## src/rtl/pc_fetch_ctrl.sv

```systemverilog
// ---------------------------------------------------------------------------
// pc_fetch_ctrl
//
// Owns the fetch program counter of the front end. Issues word-addressed
// fetch requests to the instruction memory over a valid/ready handshake and
// picks the next address from boot, sequential advance, branch redirect,
// trap vectoring or debug halt/resume. Every trap or redirect bumps an
// epoch tag that travels with each fetch, so downstream logic can squash
// responses that belong to an abandoned path.
//
// Ports:
//   clk            rising-edge clock
//   rst            asynchronous reset, active low
//   rst_addr       boot word address, taken on the first edge out of reset
//   redirect_valid branch/jump redirect pulse, target in redirect_addr
//   trap_valid     trap/interrupt pulse, target in trap_vec
//   halt_req       debug halt request (level)
//   resume_req     debug resume request (pulse)
//   fetch_ready    I-fetch port accepts fetch_addr this cycle
//   fetch_valid    fetch_addr is a live request
//   fetch_addr     current fetch word address
//   fetch_epoch    epoch tag of the current fetch
//   halted         high while the sequencer is parked in HALT
//   fetch_cnt      running count of accepted fetches (wraps)
// ---------------------------------------------------------------------------
module pc_fetch_ctrl #(
  parameter int ADDR_WIDTH  = 32,
  parameter int INSN_SIZE   = 4,
  parameter int EPOCH_WIDTH = 2,
  parameter int CNT_WIDTH   = 32,
  localparam int ADDR_OFS   = $clog2(INSN_SIZE)
) (
  input  logic                           clk,
  input  logic                           rst,
  input  logic [ADDR_WIDTH-ADDR_OFS-1:0] rst_addr,
  input  logic                           redirect_valid,
  input  logic [ADDR_WIDTH-ADDR_OFS-1:0] redirect_addr,
  input  logic                           trap_valid,
  input  logic [ADDR_WIDTH-ADDR_OFS-1:0] trap_vec,
  input  logic                           halt_req,
  input  logic                           resume_req,
  input  logic                           fetch_ready,
  output logic                           fetch_valid,
  output logic [ADDR_WIDTH-ADDR_OFS-1:0] fetch_addr,
  output logic [EPOCH_WIDTH-1:0]         fetch_epoch,
  output logic                           halted,
  output logic [CNT_WIDTH-1:0]           fetch_cnt
);

  localparam int AW = ADDR_WIDTH - ADDR_OFS;

  typedef enum logic [1:0] {
    BOOT = 2'd0,
    RUN  = 2'd1,
    HALT = 2'd2
  } state_e;

  state_e                 state_q, state_d;
  logic                   valid_q, valid_d;
  logic [AW-1:0]          addr_q, addr_d;
  logic [EPOCH_WIDTH-1:0] epoch_q, epoch_d;
  logic                   halted_q, halted_d;
  logic [CNT_WIDTH-1:0]   cnt_q, cnt_d;

  logic                   accept;
  logic [AW-1:0]          addrNext;
  logic [EPOCH_WIDTH-1:0] epochNext;

  assign accept    = valid_q & fetch_ready;
  assign addrNext  = addr_q + AW'(1);
  assign epochNext = epoch_q + EPOCH_WIDTH'(1);

  // Next-state selection. The accept counter is independent of the state
  // decision, so an accept that coincides with a trap or redirect is still
  // counted even though its +1 address is replaced by the new target.
  always_comb begin
    state_d  = state_q;
    valid_d  = valid_q;
    addr_d   = addr_q;
    epoch_d  = epoch_q;
    halted_d = halted_q;
    cnt_d    = cnt_q + CNT_WIDTH'(accept);

    unique case (state_q)
      BOOT: begin
        addr_d   = rst_addr;
        valid_d  = 1'b1;
        halted_d = 1'b0;
        state_d  = RUN;
      end

      RUN: begin
        if (trap_valid) begin
          addr_d  = trap_vec;
          epoch_d = epochNext;
          valid_d = 1'b1;
        end else if (redirect_valid) begin
          addr_d  = redirect_addr;
          epoch_d = epochNext;
          valid_d = 1'b1;
        end else if (halt_req) begin
          // A pending request must be accepted before parking, so the
          // handshake never sees valid withdrawn while ready is low.
          if (accept || !valid_q) begin
            state_d  = HALT;
            valid_d  = 1'b0;
            halted_d = 1'b1;
            addr_d   = accept ? addrNext : addr_q;
          end
        end else if (accept) begin
          addr_d = addrNext;
        end
      end

      HALT: begin
        valid_d = 1'b0;
        if (trap_valid) begin
          addr_d   = trap_vec;
          epoch_d  = epochNext;
          state_d  = RUN;
          valid_d  = 1'b1;
          halted_d = 1'b0;
        end else if (redirect_valid) begin
          addr_d  = redirect_addr;
          epoch_d = epochNext;
        end else if (resume_req && !halt_req) begin
          state_d  = RUN;
          valid_d  = 1'b1;
          halted_d = 1'b0;
        end
      end

      default: begin
        state_d  = BOOT;
        valid_d  = 1'b0;
        halted_d = 1'b0;
      end
    endcase
  end

  // All state and outputs are registered together; reset drops any
  // in-flight request immediately.
  always_ff @(posedge clk or negedge rst) begin
    if (!rst) begin
      state_q  <= BOOT;
      valid_q  <= 1'b0;
      addr_q   <= '0;
      epoch_q  <= '0;
      halted_q <= 1'b0;
      cnt_q    <= '0;
    end else begin
      state_q  <= state_d;
      valid_q  <= valid_d;
      addr_q   <= addr_d;
      epoch_q  <= epoch_d;
      halted_q <= halted_d;
      cnt_q    <= cnt_d;
    end
  end

  assign fetch_valid = valid_q;
  assign fetch_addr  = addr_q;
  assign fetch_epoch = epoch_q;
  assign halted      = halted_q;
  assign fetch_cnt   = cnt_q;

endmodule

```

## config.mk

```make
export PLATFORM = sky130hd
export DESIGN_NAME = pc_fetch_ctrl
export DESIGN_NICKNAME = d
export VERILOG_FILES = /design/src/rtl/pc_fetch_ctrl.sv
export SDC_FILE = /design/constraint.sdc
export NUM_CORES = 1
export LEC_CHECK = 0
export ABC_CLOCK_PERIOD_IN_PS = 4900
export CAP_MARGIN = 20
export CORE_AREA = 2 2 120 122
export CTS_CLUSTER_SIZE = 14
export DETAILED_ROUTE_END_ITERATION = 10
export DIE_AREA = 0 0 122 124
export GPL_TIMING_DRIVEN = 0
export HOLD_SLACK_MARGIN = 0.15
export MAX_ROUTING_LAYER = met4
export PLACE_DENSITY_LB_ADDON = 0.12
export SYNTH_ARGS = -nofsm -noshare
export SYNTH_HDL_FRONTEND = slang
export SYNTH_SLANG_ARGS = --single-unit
export TNS_END_PERCENT = 5
```

## constraint.sdc

```tcl
create_clock -name clk -period 4.9 [get_ports clk]
set_clock_uncertainty 0.05 [all_clocks]
set_input_delay 0.98 -clock clk [delete_from_list [all_inputs] [get_ports clk]]
set_output_delay 0.98 -clock clk [all_outputs]
set_load 0.02 [all_outputs]
```

==> results.md <==
Flow run:
- The number of maximum-capacitance constraint violations is 0.

Pwr:
- For this design the total switching power over the nets is roughly 1.7 mW.
- Of the total power, combinational logic draws 0.547.
- In this run the static leakage power is roughly 2.7 nW.
- In this run the power density over the cells is 533 nW/um^2.
- Internal power comes to slightly below 2 mW.
- The share of total power in the clock network is 0.183.
- The worst-case IR drop observed on VDD is between 0.3 and 0.4 mV.
- Of the total power, the share spent switching nets is 0.461.
- Of the total power, registers draw 0.270.

Synthesis:
- The number of enable-type register cells in the synthesized netlist is 0.
- After synthesis, the cell types taking the most area are dfrtp_1 36%, xnor2_1 6.3%, a21oi_1 4.0%, o21ai_0 3.8%, nand2_1 3.5%.
- The number of different library cells used by synthesis comes to 66.
- The share of synthesized area occupied by flip-flops and latches is 0.355.
- The number of nets in the synthesized netlist is 651.
- The synthesized design contains 67 register bits.
- The post-synthesis cell area is roughly 4700 um^2.
- The synthesized area divided by synthesized cell count is 8.63 um^2.
- The most used flip-flop cell after synthesis is dfrtp_1.
- The share of synthesized area in the top cell type comes to 0.355.
- The post-synthesis cell type with the largest combined area is dfrtp_1.
- The Yosys step of the flow raised 0 warnings.
- In the synthesized netlist, the number of instances is ~550.
- For this run, asynchronously set or reset flops after synthesis account for 1.00.

Setup path:
- The nature of the critical path endpoint is a flop.
- For the worst setup path, the data required time is just over 5000 ps.
- The critical path is of the in -> reg type.
- The worst-case reg-to-reg path depth is 7.
- The largest individual stage delay along the critical path comes from the cell clkbuf_1.
- For the worst setup path, the data arrival time is about 3100 ps.
- For this run, the slowest stage of the critical path takes 520 ps.
- Traced cell by cell, the critical path runs through clkdlybuf4s50_1 -> nand2_1 -> a21o_1 -> a21o_1 -> clkbuf_1 -> clkbuf_1 -> nor3_1 -> a21oi_1 -> o41ai_1.
- The worst setup path is launched from an input pin.
- The worst-path maximum fanout is 10.

STA:
- Timing would allow up to 337 MHz.
- The worst hold slack across all endpoints is between 400 and 500 ps.
- The final critical-path required period is 2970 ps.
- Dividing the final minimum period by the clock period gives 0.605.
- The sum of negative setup slack is 0 ps.
- Measured against its own limit, the worst slew margin works out to 0.468.
- The number of slew-limit violations in the final report is 0.
- Across all setup checks in the final design, the least slack found is between 1500 and 2000 ps.
- Setup repair after global routing left no endpoint under its margin.
- For the pin with the worst max-slew slack, the measured transition is approximately 790 ps.
- The total count of hold-check failures in the final report came to 0.
- Setup violations remaining at the end of the flow were counted as 0.

Clock tree:
- TritonCTS built the clock tree.
- The number of buffers created by CTS is 9.
- The clock transition at the registers of the reported paths is about 50 ps.
- The maximum level of the CTS H-tree is 3.
- The root buffer cell is clkbuf_16.
- After clock tree synthesis, the repair step resized 0 gates.
- The number of clock sinks is between 60 and 70.
- Hold repair after CTS inserted 0 buffers.
- The maximum clock path buffer count is 2.
- The clock latency on the worst-skew pair is between 300 and 400 ps.
- The number of buffers inserted to repair setup after CTS is 0.

GRT:
- The global-route wire length before repair is about 28000 um.
- The number of antenna violations at the first check in global routing is 0.
- The via count of the first global-routing pass is slightly above 5000.
- The total global routing overflow is 0.
- The largest net degree at the start of global routing is 50.
- For this run, the total global-route usage over all layers was measured as 0.254.

Placed design:
- The placed cell area is between 6000 and 7000 um^2.
- The wire-length estimate of the detail-placed layout is ~14000 um.
- The placer's final routability congestion estimate is 0.919.
- The number of port buffers is 160.
- Timing analysis after detailed placement gives a worst setup slack of 1670 ps.

Routing:
- The routed via count divided by cell count is about 5.7.
- The number of optimization iterations in the first detailed-route pass is 5.
- The residual antenna-violating net count after detailed routing is 0.
- For this block, the initial DRC count from the detailed router was around 540.
- The average wire per cell in the routed design is approximately 21 um.
- The remaining routing DRC violations is 0.
- The final layout contains routed wiring with a total length of roughly 19000 um.
- Detailed routing inserted a total of 5178 vias.

Layout:
- The repair_antennas step left the layout with diodes totalling 0.
- The number of nets at the end of the flow is about 800.
- The synthesis-to-finish area growth is 45.5%.
- In the final layout, the share of cells above drive strength 1 is 0.0760.
- At the end of the flow the core is filled with cells to 0.501.
- The top cell types in the final layout, fill and taps aside, are 159 x clkdlybuf4s50_1, 67 x dfrtp_1, 44 x nand2_1, 44 x nor2_1, 38 x a21oi_1.
- The most common library cell in the layout ignoring fill and taps is clkdlybuf4s50_1.
- Summing all non-filler instances in the final layout gives an area of 6870 um^2.

Worst hold path:
- The number of cells traversed by the worst hold path is 1.
- The worst hold path class is reg -> reg.

Floorplanning:
- The die covers about 15000 um^2.
- The count of standard-cell rows is between 40 and 50.
- The die outline width is between 100 and 150 um.
- The total area inside the core boundary comes to between 10000 and 15000 um^2.
- The height of the die is 124 um.
- The initial cell density of the core is 0.344.
- 163 I/O pins were placed.

Outcome:
- The flow ran to the end, and the final reports show no timing, DRC or antenna violations.
==> cells by family (layout without fill, tap and decap cells) <==
family	after synthesis	count (layout)	share of synthesized area
xor gates and xnor gates	47	47	0.0872
muxes	15	15	0.0331
and+or+nand+nor	199	199	0.239
adders and majority gates	7	7	0.0186
buffers and inverters	53	230	0.0461
AOI/OAI and AO/OA	159	159	0.220
DFF	67	67	0.355
==> worst paths after layout <==
| path | start | end | slack, ps |
|---|---|---|---|
| worst max-delay path | fetch_ready | fetch_addr[14] | 1930 |
| worst min-delay path | fetch_cnt[31] | fetch_cnt[31] | 410 |
| worst max register to register | state_q[1] | fetch_addr[12] | 2040 |
| worst min register to register | fetch_cnt[31] | fetch_cnt[31] | 410 |
| max in group asynchronous | rst | fetch_addr[20] | 3770 |
| min in group asynchronous | rst | fetch_addr[2] | 480 |
==> sequential cells by signal, indices dropped and copies added (netlist names) <==
name	cells
fetch_addr	30
state_q	2
fetch_epoch	2
fetch_valid	1
fetch_cnt	32
==> cells in the mapped netlist (3+ instances only) <==
master     number
inv_1          16
o31ai_1         5
a21oi_1        38
o221a_2         3
nor4_4          3
nor2_1         44
and3_1         15
xnor2_1        34
a211oi_1        6
a21o_1          4
ha_1            7
o221ai_1        6
nand4_1        14
o21ai_0        36
o211ai_1        7
nand2_1        44
a31oi_1        13
nor4_1          3
and4_1          3
or3_1          12
xor2_1         13
mux2i_1        10
nor3_1         12
o2bb2ai_1       5
a221oi_1        5
mux2_2          5
nand3_1        27
buf_2           9
nand4_4         3
dfrtp_1        67
o22ai_1        11
clkbuf_1       25
==> per-stage QoR <==
stage	std cells	total power [mW]
global route	904	3.87
finish	904	3.66
detailed placement	888	2.97
floorplan	547	2.10
global placement	887	2.94
CTS	904	3.64
==> metal layers <==
metal	global-route usage	part of all wire	wire length, um
met1	0.320	0.43	7970
met2	0.405	0.47	8840
met3	0.0549	0.077	1440
met4	0.0869	0.024	441
met5	-	0	0
==> final cells by class <==
type | count | area (um^2)
Timing Repair Buffer | 161 | 1630
Buffer | 36 | 154
Fill cell | 1315 | 6850
Clock inverter | 4 | 50.0
Tap cell | 180 | 225
Sequential cell | 67 | 1680
Multi-Input combinational cell | 427 | 2820
Clock buffer | 12 | 246
Inverter | 17 | 63.8
==> worst max-delay path, delay by kind of cell <==
family,cells,cell delay [ps]
buffers and inverters,3,1290
AND/OR/NAND/NOR,2,280
AO/OA/AOI/OAI,4,560
==> power groups by stage <==
stage	Clock (mW)	Combinational, mW	Sequential [mW]
2_1_floorplan	0	0.973	1.13
3_3_place_gp	0	1.95	0.987
6_report	0.669	2.00	0.989
4_1_cts	0.673	1.99	0.982
3_5_place_dp	0	1.98	0.987
5_1_grt	0.697	2.15	1.02
(Power assumes the default switching activity.)
